[config.mk]
export PLATFORM = sky130hd
export DESIGN_NAME = calc_cmd_sequencer
export DESIGN_NICKNAME = d
export VERILOG_FILES = /design/src/rtl/calc_cmd_sequencer.sv
export SDC_FILE = /design/constraint.sdc
export NUM_CORES = 1
export LEC_CHECK = 0
export ABC_CLOCK_PERIOD_IN_PS = 3200
export CAP_MARGIN = 20
export CORE_MARGIN = 3
export CORE_UTILIZATION = 41
export DETAILED_ROUTE_END_ITERATION = 10
export HOLD_SLACK_MARGIN = 0.12
export SYNTH_ARGS = -nofsm -noshare
export SYNTH_HDL_FRONTEND = slang
export SYNTH_SLANG_ARGS = --single-unit
export TNS_END_PERCENT = 50
[constraint.sdc]
create_clock -name clk -period 3.2 [get_ports clk]
set_clock_uncertainty 0.05 [all_clocks]
set_input_delay 0.32 -clock clk [delete_from_list [all_inputs] [get_ports clk]]
set_output_delay 0.32 -clock clk [all_outputs]
set_load 0.005 [all_outputs]
[src/rtl/calc_cmd_sequencer.sv]
// Queues (number, opcode) commands and plays each one into the 8-bit calculator
// with a setup / Enter-press / release sequence, capturing NumOut once per command.
module calc_cmd_sequencer #(
    parameter int DEPTH        = 4,
    parameter int ENTER_CYCLES = 2,
    parameter int GAP_CYCLES   = 1
) (
    input  logic       clk,
    input  logic       rst_n,
    input  logic       ena,
    input  logic       cmd_valid,
    output logic       cmd_ready,
    input  logic [7:0] cmd_num,
    input  logic [1:0] cmd_op,
    output logic [7:0] NumIn,
    output logic [1:0] OpIn,
    output logic       Enter,
    input  logic [7:0] NumOut,
    output logic       res_valid,
    output logic [7:0] res_data,
    output logic       busy,
    output logic [7:0] done_count
);
    localparam int AW      = $clog2(DEPTH);
    localparam int CNT_MAX = (ENTER_CYCLES > GAP_CYCLES) ? ENTER_CYCLES : GAP_CYCLES;
    localparam int CW      = (CNT_MAX > 1) ? $clog2(CNT_MAX) : 1;

    localparam logic [AW:0]   PTR_INC    = (AW + 1)'(1'b1);
    localparam logic [CW-1:0] CNT_DEC    = CW'(1'b1);
    localparam logic [CW-1:0] CNT_ZERO   = CW'(1'b0);
    localparam logic [CW-1:0] ENTER_LOAD = CW'(ENTER_CYCLES - 1);
    localparam logic [CW-1:0] GAP_LOAD   = CW'(GAP_CYCLES - 1);

    typedef enum logic [1:0] {
        ST_IDLE    = 2'd0,
        ST_PRESENT = 2'd1,
        ST_ASSERT  = 2'd2,
        ST_RELEASE = 2'd3
    } state_t;

    state_t        state_r, state_s;
    logic [CW-1:0] cnt_r, cnt_s;
    logic [9:0]    mem_r [DEPTH];
    logic [AW:0]   wr_ptr_r, rd_ptr_r;
    logic [9:0]    head_s;
    logic          empty_s, full_s, push_s, pop_s;
    logic [7:0]    num_r, num_s;
    logic [1:0]    op_r, op_s;
    logic          enter_r, enter_s;
    logic          res_valid_r, res_valid_s;
    logic [7:0]    res_data_r, res_data_s;
    logic [7:0]    done_r, done_s;

    // Wrap bit distinguishes full from empty when the index bits match.
    assign empty_s   = (wr_ptr_r == rd_ptr_r);
    assign full_s    = (wr_ptr_r[AW] != rd_ptr_r[AW]) && (wr_ptr_r[AW-1:0] == rd_ptr_r[AW-1:0]);
    assign cmd_ready = rst_n & ena & ~full_s;
    assign push_s    = cmd_valid & cmd_ready;
    assign head_s    = mem_r[rd_ptr_r[AW-1:0]];

    assign NumIn      = num_r;
    assign OpIn       = op_r;
    assign Enter      = enter_r;
    assign res_data   = res_data_r;
    assign res_valid  = res_valid_r & ena;
    assign done_count = done_r;
    assign busy       = (state_r != ST_IDLE) | ~empty_s;

    // Command FIFO storage and pointers.
    always_ff @(posedge clk or negedge rst_n) begin
        if (!rst_n) begin
            wr_ptr_r <= '0;
            rd_ptr_r <= '0;
            for (int i = 0; i < DEPTH; i++) begin
                mem_r[i] <= 10'd0;
            end
        end else begin
            if (push_s) begin
                mem_r[wr_ptr_r[AW-1:0]] <= {cmd_op, cmd_num};
                wr_ptr_r                <= wr_ptr_r + PTR_INC;
            end
            if (pop_s) begin
                rd_ptr_r <= rd_ptr_r + PTR_INC;
            end
        end
    end

    // Sequencer state and registered calculator-side outputs.
    always_ff @(posedge clk or negedge rst_n) begin
        if (!rst_n) begin
            state_r     <= ST_IDLE;
            cnt_r       <= CNT_ZERO;
            num_r       <= 8'd0;
            op_r        <= 2'd0;
            enter_r     <= 1'b0;
            res_valid_r <= 1'b0;
            res_data_r  <= 8'd0;
            done_r      <= 8'd0;
        end else begin
            state_r     <= state_s;
            cnt_r       <= cnt_s;
            num_r       <= num_s;
            op_r        <= op_s;
            enter_r     <= enter_s;
            res_valid_r <= res_valid_s;
            res_data_r  <= res_data_s;
            done_r      <= done_s;
        end
    end

    // Next-state logic; with ena low everything holds, including a pending result pulse.
    always_comb begin
        state_s     = state_r;
        cnt_s       = cnt_r;
        num_s       = num_r;
        op_s        = op_r;
        enter_s     = enter_r;
        res_valid_s = res_valid_r;
        res_data_s  = res_data_r;
        done_s      = done_r;
        pop_s       = 1'b0;
        if (ena) begin
            res_valid_s = 1'b0;
            case (state_r)
                ST_IDLE: begin
                    enter_s = 1'b0;
                    if (!empty_s) begin
                        pop_s   = 1'b1;
                        num_s   = head_s[7:0];
                        op_s    = head_s[9:8];
                        state_s = ST_PRESENT;
                    end else begin
                        state_s = ST_IDLE;
                    end
                end
                ST_PRESENT: begin
                    enter_s = 1'b1;
                    cnt_s   = ENTER_LOAD;
                    state_s = ST_ASSERT;
                end
                ST_ASSERT: begin
                    if (cnt_r == CNT_ZERO) begin
                        enter_s     = 1'b0;
                        res_data_s  = NumOut;
                        res_valid_s = 1'b1;
                        done_s      = done_r + 8'd1;
                        cnt_s       = GAP_LOAD;
                        state_s     = ST_RELEASE;
                    end else begin
                        cnt_s = cnt_r - CNT_DEC;
                    end
                end
                ST_RELEASE: begin
                    enter_s = 1'b0;
                    if (cnt_r != CNT_ZERO) begin
                        cnt_s = cnt_r - CNT_DEC;
                    end else if (!empty_s) begin
                        pop_s   = 1'b1;
                        num_s   = head_s[7:0];
                        op_s    = head_s[9:8];
                        state_s = ST_PRESENT;
                    end else begin
                        state_s = ST_IDLE;
                    end
                end
                default: begin
                    enter_s = 1'b0;
                    state_s = ST_IDLE;
                end
            endcase
        end else begin
            pop_s = 1'b0;
        end
    end

endmodule

==> results by group <==
Synthesis
  – Most used DFF post-synth: dfrtp_1
  – Cell variety after synth: 24
  – Seq cells post-synth: just under 80
  – Synth top area cells: dfrtp_1, mux2_2, mux4_2, ha_1, xor2_1
  – Most instantiated cells after synthesis: dfrtp_1, mux2_2, ha_1
  – Sequential area share after synthesis: approximately 57%
  – Mean post-synth cell area: between 15 and 20 um^2
  – Yosys top cell area share: between 50% and 60%
  – Cells after Synth: between 200 and 250
  – Synth warn: 0
  – Mapped Area: around 0.0034 mm^2
  – Most frequent cell after synthesis: dfrtp_1
  – Post-synth top area cell: dfrtp_1
  – Post-synth EDFFs: 0
  – Synthesized net count: between 200 and 300
  – Post-synth ARST share: between 90% and 100%

CTS
  – TritonCTS buffer count: 9
  – Clk_lat worst skew: between 300 and 400 ps
  – Worst-case clock buffer depth: 2
  – Post-CTS setup buffer count: 0
  – CTS Sinks: 77
  – CTS tree: built
  – # hold bufs at CTS: 0
  – Root Buffer: clkbuf_8
  – Clk slew on worst S/H paths: ~70 ps
  – PostCTS Resize Cnt: 0
  – H-tree levels: 3

Critical path
  – Setup CP Type: reg2out
  – Crit path required time: 2830 ps
  – Slowest-stage cell, CP: dfrtp_1
  – Reg-to-reg setup timing slack: 750 ps
  – Worst Path Arrival: approximately 2400 ps
  – Crit path max fanout: 13
  – Cell Chain, Critical Path: xor2_1 > nor3_1 > nand2_1 > clkdlybuf4s50_1
  – Crit path buffers/inverters: 1
  – Delay-heaviest family, CP: flip-flops
  – Nature of the critical path startpoint: register
  – Crit-path max cell delay: approximately 720 ps
  – CP Capture Type: output port

STA
  – RSZ-0062 raised after global routing: no
  – Final hold violations: 0
  – Highest Clock Rate: 365 MHz
  – Worst-Margin Slew: 962 ps
  – Final Setup Violations: 0
  – Crit share post-route: 85.7%
  – Crit path time final: around 2700 ps
  – Final Max Tran Viols: 0
  – Final WS setup: 458 ps
  – Normalized max-slew margin: 35.8%
  – Setup TNS: 0 ps

Power
  – Clock network power share: around 18%
  – P_sw: between 1 and 1.5 mW
  – Overall power: between 3 and 4 mW
  – Int Pwr: 2.81 mW
  – Seq pwr share: around 44%
  – Pwr Density: between 900 and 1000 mW/mm^2
  – Part of the power in combinational logic: 37.9%
  – Max VDD drop: slightly below 0.4 mV
  – LEAKAGE: around 1.9 nW
  – Sw Share: a little under 30%

Route
  – DR iter-0 viols: 83
  – Drt total wl: 6080 um
  – DR vias: just under 2000
  – Post-route ant nets: 0
  – Drt via density: between 5 and 6
  – Wire per inst: around 16 um
  – DR pass1 iterations: 4
  – Drc violations: 0

Die
  – Die width: slightly below 100 um
  – Starting Density: 43.0%
  – Die footprint: 0.00940 mm^2
  – Die Y: 97.0 um
  – Core area: a little under 0.008 mm^2
  – FP Rows: 32
  – # IOs: 52

Global routing
  – Grt ovf: 0
  – Initial antenna violation count: 0
  – First-pass GRT wire length: ~10000 um
  – Vias in the first global route: between 2000 and 2500
  – Global Route Usage Sum: 14.0%
  – Largest net degree at the start of global routing: 78

Run
  – Max Cap Viol: 0

Placed design
  – Gpl congestion: 0.759
  – PortBufs: a little over 50
  – Worst slack, placed: 749 ps
  – Hpwl dp: 4010 um

Min path
  – Min-delay worst type: in2async

Final layout
  – Nets@finish: about 320
  – Area grow syn2layout: 24.3%
  – Ant diodes: 0
  – Share of layout cells above drive strength 1: 32.1%
  – Fill cell count: 689

Outcome
  – Status: finished, final reports clean
stage by stage:
stage	cell area (um^2)	hold slack [ps]	instances	util, %
final	4220	197	389	53.5
after detailed placement	4020	416	374	51.0
after CTS	4220	234	389	53.5
after global routing	4220	260	389	53.5
after floorplan	3390	-25.6	225	-
after global placement	4020	408	374	51.0
registers in the layout, summed over array words and instances, names as in the netlist:
register	cells
res_valid_r	1
state_r	2
NumIn	8
OpIn	2
res_data	8
done_count	8
rd_ptr_r	3
wr_ptr_r	3
cnt_r	1
Enter	1
mem_r	40
kinds of logic after synthesis:
family	count (synthesis)	synth area share [%]
simple gates	24	3.65
compound gates	11	2.62
buf+inv	15	1.81
mux	72	27.2
xor+xnor	15	3.87
flops	77	56.8
fa+ha+maj	11	4.06
routing by layer:
metal | global-route usage [%] | share of wire [%]
met5 | 0 | 0
met3 | 3.46 | 4.5
met4 | 5.51 | 1.4
met1 | 19.8 | 50
met2 | 20.9 | 44
final timing paths:
kind                                           startpoint                         to  depth (start not counted)
max in group asynchronous                           rst_n       mem_r[5]$_DFFE_PN0P_                          2
worst max register to register    rd_ptr_r[1]$_DFFE_PN0P_      mem_r[37]$_DFFE_PN0P_                          4
worst min-delay path                                rst_n          Enter$_DFFE_PN0P_                          2
min in group clk                done_count[7]$_DFFE_PN0P_  done_count[7]$_DFFE_PN0P_                          1
worst max-delay path              rd_ptr_r[1]$_DFFE_PN0P_                       busy                          4
worst min register to register  done_count[7]$_DFFE_PN0P_  done_count[7]$_DFFE_PN0P_                          1
cell usage in the layout, fill, tap and decap left out, drive strengths merged, types with 3 or more instances in the layout:
cell | synthesis | final
a21oi | 3 | 3
and3 | 5 | 5
buf | 4 | 4
clkbuf | 3 | 11
clkdlybuf4s50 | 0 | 50
clkinv | 1 | 3
dfrtp | 77 | 77
ha | 11 | 11
inv | 7 | 7
mux2 | 62 | 62
mux4 | 10 | 10
nand3 | 5 | 5
nor2 | 5 | 5
nor3 | 3 | 3
o21ai | 3 | 3
xnor2 | 5 | 5
xor2 | 10 | 10
area by class of cell:
cell class	count	area [um^2]	area share, %
Tap cell	102	128	3.02
Clock inverter	4	47.5	1.13
Inverter	8	30.0	0.712
Timing Repair Buffer	54	531	12.6
Clock buffer	11	151	3.59
Multi-Input combinational cell	133	1410	33.3
Sequential cell	77	1930	45.7
power by group through the flow:
stage	Combinational, mW	Sequential [mW]	Clock (mW)
after floorplan	1.02	1.69	0
after global placement	1.52	1.76	0
after detailed placement	1.55	1.77	0
after CTS	1.55	1.75	0.758
after global routing	1.68	1.81	0.803
final	1.51	1.75	0.732
No activity file was read; power rests on OpenSTA's default activity.
